`config.mk`:
```
export PLATFORM = sky130hd
export DESIGN_NAME = sif_xa_arbiter_flat
export DESIGN_NICKNAME = d
export VERILOG_FILES = /design/src/rtl/sif_xa_arbiter_if.sv /design/src/rtl/sif_xa_arbiter.sv /design/src/flat_wrapper.sv
export SDC_FILE = /design/constraint.sdc
export NUM_CORES = 1
export LEC_CHECK = 0
export ABC_AREA = 1
export CORE_MARGIN = 2
export CORE_UTILIZATION = 34
export DETAILED_ROUTE_END_ITERATION = 8
export PLACE_DENSITY = 0.75
export SLEW_MARGIN = 30
export SYNTH_ARGS = -nofsm -noshare
export SYNTH_HDL_FRONTEND = slang
export SYNTH_SLANG_ARGS = --single-unit
export TNS_END_PERCENT = 100
```
`constraint.sdc`:
```
create_clock -name clk -period 1.7 [get_ports clk]
set_input_delay 0.255 -clock clk [delete_from_list [all_inputs] [get_ports clk]]
set_output_delay 0.255 -clock clk [all_outputs]
set_load 0.02 [all_outputs]
```
`src/rtl/sif_xa_arbiter_if.sv`:
```
// Bundle between the NREQ requesters, the round-robin arbiter and the SIF
// xa host port.
//   slave  : the arbiter's view. It takes requests and xa_data_rd, and it
//            drives the grants, the read returns and the xa strobes/bus.
//   master : the view of the requester/SIF side, with every direction reversed.
// Signals:
//   req, req_wr, req_addr, req_wdata : per-requester request level, op
//       (1 = write) and packed address/data. Requester i sits at
//       [i*AW +: AW] and [i*DW +: DW].
//   gnt, rd_valid, rd_data, busy : one-hot acceptance, one-hot read-return
//       pulse, the shared read data, and the busy flag.
//   xa_addr, xa_data_wr, xa_wr_s, xa_rd_s, xa_data_rd : the SIF xa port.
interface sif_xa_arbiter_if #(
    parameter int NREQ = 4,
    parameter int AW   = 16,
    parameter int DW   = 16
);
    logic [NREQ-1:0]    req;
    logic [NREQ-1:0]    req_wr;
    logic [NREQ*AW-1:0] req_addr;
    logic [NREQ*DW-1:0] req_wdata;
    logic [NREQ-1:0]    gnt;
    logic [NREQ-1:0]    rd_valid;
    logic [DW-1:0]      rd_data;
    logic               busy;
    logic [AW-1:0]      xa_addr;
    logic [DW-1:0]      xa_data_wr;
    logic               xa_wr_s;
    logic               xa_rd_s;
    logic [DW-1:0]      xa_data_rd;

    modport slave (
        input  req, req_wr, req_addr, req_wdata, xa_data_rd,
        output gnt, rd_valid, rd_data, busy,
               xa_addr, xa_data_wr, xa_wr_s, xa_rd_s
    );

    modport master (
        output req, req_wr, req_addr, req_wdata, xa_data_rd,
        input  gnt, rd_valid, rd_data, busy,
               xa_addr, xa_data_wr, xa_wr_s, xa_rd_s
    );
endinterface

```
`src/rtl/sif_xa_arbiter.sv`:
```
// Round-robin arbiter that shares the SIF xa host port among NREQ requesters.
// It accepts one request at a time and issues a one-cycle write or read
// strobe. For a read, it captures xa_data_rd in the next cycle and returns
// it to the requester that issued the read.
// Ports:
//   clk : clock; all state updates on the rising edge.
//   rst : synchronous, active-high reset.
//   bus : sif_xa_arbiter_if.slave, which carries the request/grant side and
//         the xa side.
//
// state  | meaning
// IDLE   | no transaction in flight; the round-robin winner is granted combinationally
// ISSUE  | one xa strobe is high for this cycle
// RDWAIT | the SIF presents xa_data_rd; capture it and pulse rd_valid
module sif_xa_arbiter #(
    parameter int NREQ = 4,
    parameter int AW   = 16,
    parameter int DW   = 16
) (
    input  logic             clk,
    input  logic             rst,
    sif_xa_arbiter_if.slave  bus
);
    localparam int IW = (NREQ > 1) ? $clog2(NREQ) : 1;

    typedef enum logic [1:0] {
        IDLE   = 2'd0,
        ISSUE  = 2'd1,
        RDWAIT = 2'd2
    } state_t;

    state_t          state_q, state_d;
    logic [IW-1:0]   ptr_q, ptr_d;
    logic [IW-1:0]   win_q, win_d;
    logic            op_wr_q, op_wr_d;
    logic [AW-1:0]   xa_addr_q, xa_addr_d;
    logic [DW-1:0]   xa_data_q, xa_data_d;
    logic            wr_s_q, wr_s_d;
    logic            rd_s_q, rd_s_d;
    logic [NREQ-1:0] rd_valid_q, rd_valid_d;
    logic [DW-1:0]   rd_data_q, rd_data_d;

    logic            any_req;
    logic [IW-1:0]   pick;
    logic [NREQ-1:0] gnt_w;

    // The scan runs from the farthest offset down to the nearest, so the
    // nearest requester above ptr is written last and wins. The previous
    // winner sits at offset NREQ, which makes it lowest priority.
    always_comb begin : rr_pick
        int idx;
        any_req = 1'b0;
        pick    = '0;
        idx     = 0;
        for (int k = NREQ; k >= 1; k--) begin
            idx = int'(ptr_q) + k;
            if (idx >= NREQ) idx = idx - NREQ;
            if (bus.req[idx]) begin
                any_req = 1'b1;
                pick    = IW'(idx);
            end
        end
    end

    always_comb begin : gnt_gen
        gnt_w = '0;
        if (state_q == IDLE && !rst && any_req) gnt_w[pick] = 1'b1;
    end

    always_comb begin : next_state
        state_d    = state_q;
        ptr_d      = ptr_q;
        win_d      = win_q;
        op_wr_d    = op_wr_q;
        xa_addr_d  = xa_addr_q;
        xa_data_d  = xa_data_q;
        wr_s_d     = 1'b0;
        rd_s_d     = 1'b0;
        rd_valid_d = '0;
        rd_data_d  = rd_data_q;
        case (state_q)
            IDLE: begin
                if (any_req) begin
                    xa_addr_d = bus.req_addr[int'(pick)*AW +: AW];
                    xa_data_d = bus.req_wdata[int'(pick)*DW +: DW];
                    op_wr_d   = bus.req_wr[pick];
                    wr_s_d    = bus.req_wr[pick];
                    rd_s_d    = !bus.req_wr[pick];
                    win_d     = pick;
                    ptr_d     = pick;
                    state_d   = ISSUE;
                end
            end
            ISSUE: begin
                state_d = op_wr_q ? IDLE : RDWAIT;
            end
            RDWAIT: begin
                rd_data_d         = bus.xa_data_rd;
                rd_valid_d[win_q] = 1'b1;
                state_d           = IDLE;
            end
            default: begin
                state_d = IDLE;
            end
        endcase
    end

    always_ff @(posedge clk) begin
        if (rst) begin
            state_q    <= IDLE;
            ptr_q      <= IW'(NREQ - 1);
            win_q      <= '0;
            op_wr_q    <= 1'b0;
            xa_addr_q  <= '0;
            xa_data_q  <= '0;
            wr_s_q     <= 1'b0;
            rd_s_q     <= 1'b0;
            rd_valid_q <= '0;
            rd_data_q  <= '0;
        end else begin
            state_q    <= state_d;
            ptr_q      <= ptr_d;
            win_q      <= win_d;
            op_wr_q    <= op_wr_d;
            xa_addr_q  <= xa_addr_d;
            xa_data_q  <= xa_data_d;
            wr_s_q     <= wr_s_d;
            rd_s_q     <= rd_s_d;
            rd_valid_q <= rd_valid_d;
            rd_data_q  <= rd_data_d;
        end
    end

    assign bus.gnt        = gnt_w;
    assign bus.busy       = (state_q != IDLE);
    assign bus.xa_addr    = xa_addr_q;
    assign bus.xa_data_wr = xa_data_q;
    assign bus.xa_wr_s    = wr_s_q;
    assign bus.xa_rd_s    = rd_s_q;
    assign bus.rd_valid   = rd_valid_q;
    assign bus.rd_data    = rd_data_q;
endmodule

```
`src/flat_wrapper.sv`:
```
// flat-port wrapper written by rule: the top's interface ports become plain ports
module sif_xa_arbiter_flat 
#(
    parameter int NREQ = 4,
    parameter int AW   = 16,
    parameter int DW   = 16
)
  (clk, rst, bus_req, bus_req_wr, bus_req_addr, bus_req_wdata, bus_xa_data_rd, bus_gnt, bus_rd_valid, bus_rd_data, bus_busy, bus_xa_addr, bus_xa_data_wr, bus_xa_wr_s, bus_xa_rd_s);
  sif_xa_arbiter_if #(.NREQ(NREQ), .AW(AW), .DW(DW)) bus_i ();
  input  logic clk;
  input  logic rst;
  input wire logic [$bits(bus_i.req)-1:0] bus_req;
  input wire logic [$bits(bus_i.req_wr)-1:0] bus_req_wr;
  input wire logic [$bits(bus_i.req_addr)-1:0] bus_req_addr;
  input wire logic [$bits(bus_i.req_wdata)-1:0] bus_req_wdata;
  input wire logic [$bits(bus_i.xa_data_rd)-1:0] bus_xa_data_rd;
  output wire logic [$bits(bus_i.gnt)-1:0] bus_gnt;
  output wire logic [$bits(bus_i.rd_valid)-1:0] bus_rd_valid;
  output wire logic [$bits(bus_i.rd_data)-1:0] bus_rd_data;
  output wire logic [$bits(bus_i.busy)-1:0] bus_busy;
  output wire logic [$bits(bus_i.xa_addr)-1:0] bus_xa_addr;
  output wire logic [$bits(bus_i.xa_data_wr)-1:0] bus_xa_data_wr;
  output wire logic [$bits(bus_i.xa_wr_s)-1:0] bus_xa_wr_s;
  output wire logic [$bits(bus_i.xa_rd_s)-1:0] bus_xa_rd_s;
  assign bus_i.req = bus_req;
  assign bus_i.req_wr = bus_req_wr;
  assign bus_i.req_addr = bus_req_addr;
  assign bus_i.req_wdata = bus_req_wdata;
  assign bus_i.xa_data_rd = bus_xa_data_rd;
  assign bus_gnt = bus_i.gnt;
  assign bus_rd_valid = bus_i.rd_valid;
  assign bus_rd_data = bus_i.rd_data;
  assign bus_busy = bus_i.busy;
  assign bus_xa_addr = bus_i.xa_addr;
  assign bus_xa_data_wr = bus_i.xa_data_wr;
  assign bus_xa_wr_s = bus_i.xa_wr_s;
  assign bus_xa_rd_s = bus_i.xa_rd_s;
  sif_xa_arbiter #(.NREQ(NREQ), .AW(AW), .DW(DW)) u_core (.clk(clk), .rst(rst), .bus(bus_i));
endmodule
```
==> impl_metrics.tcl <==
set metrics [dict create \
    maxSlewHeadroom_pct 68.1 \
    tightestPinTransition_ns 0.475 \
    grt_pass1_wl_microns 20600 \
    area_growth_pct 92.9 \
    worst_path_max_delay_cell "dfxtp_4" \
    layout-drive-gt1-share_pct 16.6 \
    fin_skew_ns 0.00791 \
    cp-start-kind "register" \
    floorplan.initialDensity_pct 34.4 \
    final_max_slew_viol_count 0 \
    avgSynthCellArea_sq_um 6.14 \
    setup_violations 42 \
    setup-tns-final_ns -9.47 \
    place_area_sq_mm 0.00594 \
    yosysTopAreaCell "dfxtp_1" \
    crit_path_max_fanout 7 \
    required_ns 1.44 \
    vias 4684 \
    core_area_sq_mm 0.0102 \
    ys.flop_type "dfxtp_1" \
    multi_input_comb_area_sq_mm 0.00215 \
    fin_crit_ns 2.11 \
    finalHoldViolCount 0 \
    grtUsageTotal_pct 23.2 \
    rsz0062_at_grt "true" \
    ys_ff_latch 61 \
    layout_setup_ws_ns -0.411 \
    antenna_found_initial 0 \
    yosysWarningCount 0 \
    crit_chain "buf_12 > inv_8 > nand2_2 > nand2_2 > nand2_2 > nand2_2 > nand2_4 > nand2_4 > nand2_8 > nand2_8 > nand2_4 > nor2_4 > buf_6" \
    die-area_sq_mm 0.0111 \
    drtIter0Drc 458 \
    r2r_cells 16 \
    nFillCells 852 \
    grt_pass1_vias 4224 \
    worstPathArrival_ns 1.86 \
    numCtsBuffers 9 \
    dp_hpwl_microns 9650 \
    synthCells 571 \
    critPathKind "reg2out" \
    final_cells 955 \
    grt_overflow 0 \
    netlist_area_sq_mm 0.00350 \
    drtPass1Iterations 5 \
    async_reset_ff_share_pct 0 \
    num_io_pins 213 \
    powerDensity_mw_per_mm2 2030 \
    wl_per_cell_microns 15.5 \
    status "finished with violations" \
    viasPerCell 4.90 \
    yosysSeqAreaShare_pct 34.9 \
    cts.sinks 61 \
    hold_depth 1 \
    drc 0 \
    die_h_microns 106 \
    synth_top_area_share_pct 34.9 \
    clk_root_buffer_cell "clkbuf_8" \
    synth_area_leaders "dfxtp_1 (35%), nand2_1 (20%), nand3_1 (17%)" \
    crit_path_frequent_cell "nand2_2" \
    design_area_sq_mm 0.00676 \
    synth_cell_type_count 28 \
    critical-path-max-stage-delay_ns 0.37 \
    finalCritPeriodShare_pct 124 \
    cts_tree "yes" \
    htree_levels 3 \
    endpoint_kind "output port" \
    insertion_delay_ns 0.34 \
    nets 968 \
    max_freq_mhz 474 \
    grt_max_degree 51 \
    ctsHoldBuffers 0 \
    cts.path.max_buffers 2 \
    leakagePower_nw 3.03 \
    place_congestion 0.884 \
    final_antenna_net_count 0 \
    synth_nets 725 \
    synth-edff-count 0 \
    cap_violations 0 \
    rows 37 \
    postRouteWirelength_microns 14800 \
    worstHoldPathType "reg2reg" \
    diodes 0 \
    violations "setup timing" \
    power_w 0.0137 \
    path_clk_slew_ns 0.07 \
    ir_drop_uv 1100 \
    portBuffers 212 \
    ff_latch_area_sq_mm 0.00123 \
    dp_cells 916 \
    die_x_microns 106 \
]
stage by stage:
stage | hold slack [ns] | util (%) | worst slack (ns)
5_1_grt | 0.475 | 66.4 | -0.499
3_5_place_dp | 0.411 | 58.3 | -0.862
2_1_floorplan | 0.327 | - | -0.0231
3_3_place_gp | 0.405 | 58.3 | -0.748
6_report | 0.421 | 66.4 | -0.411
4_1_cts | 0.420 | 62.9 | -0.397
worst paths after layout:
path,startpoint,slack [ns],to
min reg2reg,u_core.op_wr_q,0.42,u_core.state_q[1]
max,u_core.ptr_q[0],-0.41,bus_gnt[1]
max reg2reg,u_core.ptr_q[0],-0.27,u_core.bus.xa_data_wr[7]
min,u_core.op_wr_q,0.42,u_core.state_q[1]
logic make-up (layout without fill, tap and decap cells):
logic type	Yosys count	count (layout)	synth area share (%)
flip-flops	61	61	34.9
AO/OA/AOI/OAI	24	24	3.54
buffers and inverters	71	319	10.2
AND/OR/NAND/NOR	415	415	51.4
sequential cells by signal, indices dropped and copies added (netlist names):
register / flops
u_core.bus.rd_data: 16
u_core.bus.xa_addr: 16
u_core.bus.xa_data_wr: 16
u_core.bus.rd_valid: 4
u_core.ptr_q: 2
u_core.state_q: 2
u_core.win_q: 2
u_core.bus.xa_rd_s: 1
u_core.bus.xa_wr_s: 1
u_core.op_wr_q: 1
cells in the mapped netlist (all sizes together), types with 4 or more instances:
cell	count
dfxtp	61
a21oi	4
inv	36
nand3	121
clkbuf	4
buf	30
nor3	4
nor2	89
nand2	198
o21ai	18
layout by cell type (no fill, tap or decap), types with 2 or more instances in the layout:
master | netlist | layout
dfxtp_1 | 61 | 59
nand3_2 | 0 | 12
nor3_1 | 4 | 4
inv_1 | 28 | 27
a21oi_1 | 4 | 3
clkbuf_8 | 0 | 11
inv_2 | 6 | 4
bufinv_16 | 0 | 2
nand2_4 | 2 | 8
inv_4 | 2 | 3
buf_12 | 0 | 10
o21ai_0 | 16 | 16
buf_6 | 5 | 10
nor2_1 | 85 | 81
nand2_2 | 6 | 15
clkbuf_16 | 0 | 5
buf_4 | 8 | 30
nand2_1 | 190 | 173
nor2_4 | 2 | 7
clkinvlp_4 | 0 | 3
nand3_4 | 1 | 2
buf_16 | 0 | 2
nand2_8 | 0 | 2
clkdlybuf4s50_1 | 0 | 207
nand3_1 | 120 | 107
where the power goes:
group	internal, W	leakage, nW	total, W	switching [W]
logic	0.00437	2.42	0.0100	0.00567
clock network	0.000905	0.108	0.00150	0.000595
registers	0.00190	0.503	0.00215	0.000248
per-layer routing:
layer	up-vias	routed length, microns	GRT usage, %
met1	2127	5670	26.1
met4	0	333	6.95
li1	2303	-	-
met2	228	7650	42.9
met5	-	0	0
met3	26	1120	5.81
worst max-delay path: cells and delay by family, from the launching register on:
kind / cells / cell delay, ns
simple gates: 10 / 0.80
buf+inv: 3 / 0.34
flops: 1 / 0.37
final cells by class:
class,instances,share of cell area (%)
timing repair buffer,266,41.6
multi-input combinational,439,31.9
clock inverter,5,1.22
inverter,37,2.35
sequential,61,18.1
tap,136,2.52
clock buffer,11,2.24
repair_timing:
item,4_1_cts,5_1_grt
buffers inserted,11,7
pin swaps,16,5
gates resized for setup,55,42
setup endpoints to repair,42,43
cloned,1,7
No activity file was read; power rests on OpenSTA's default activity.
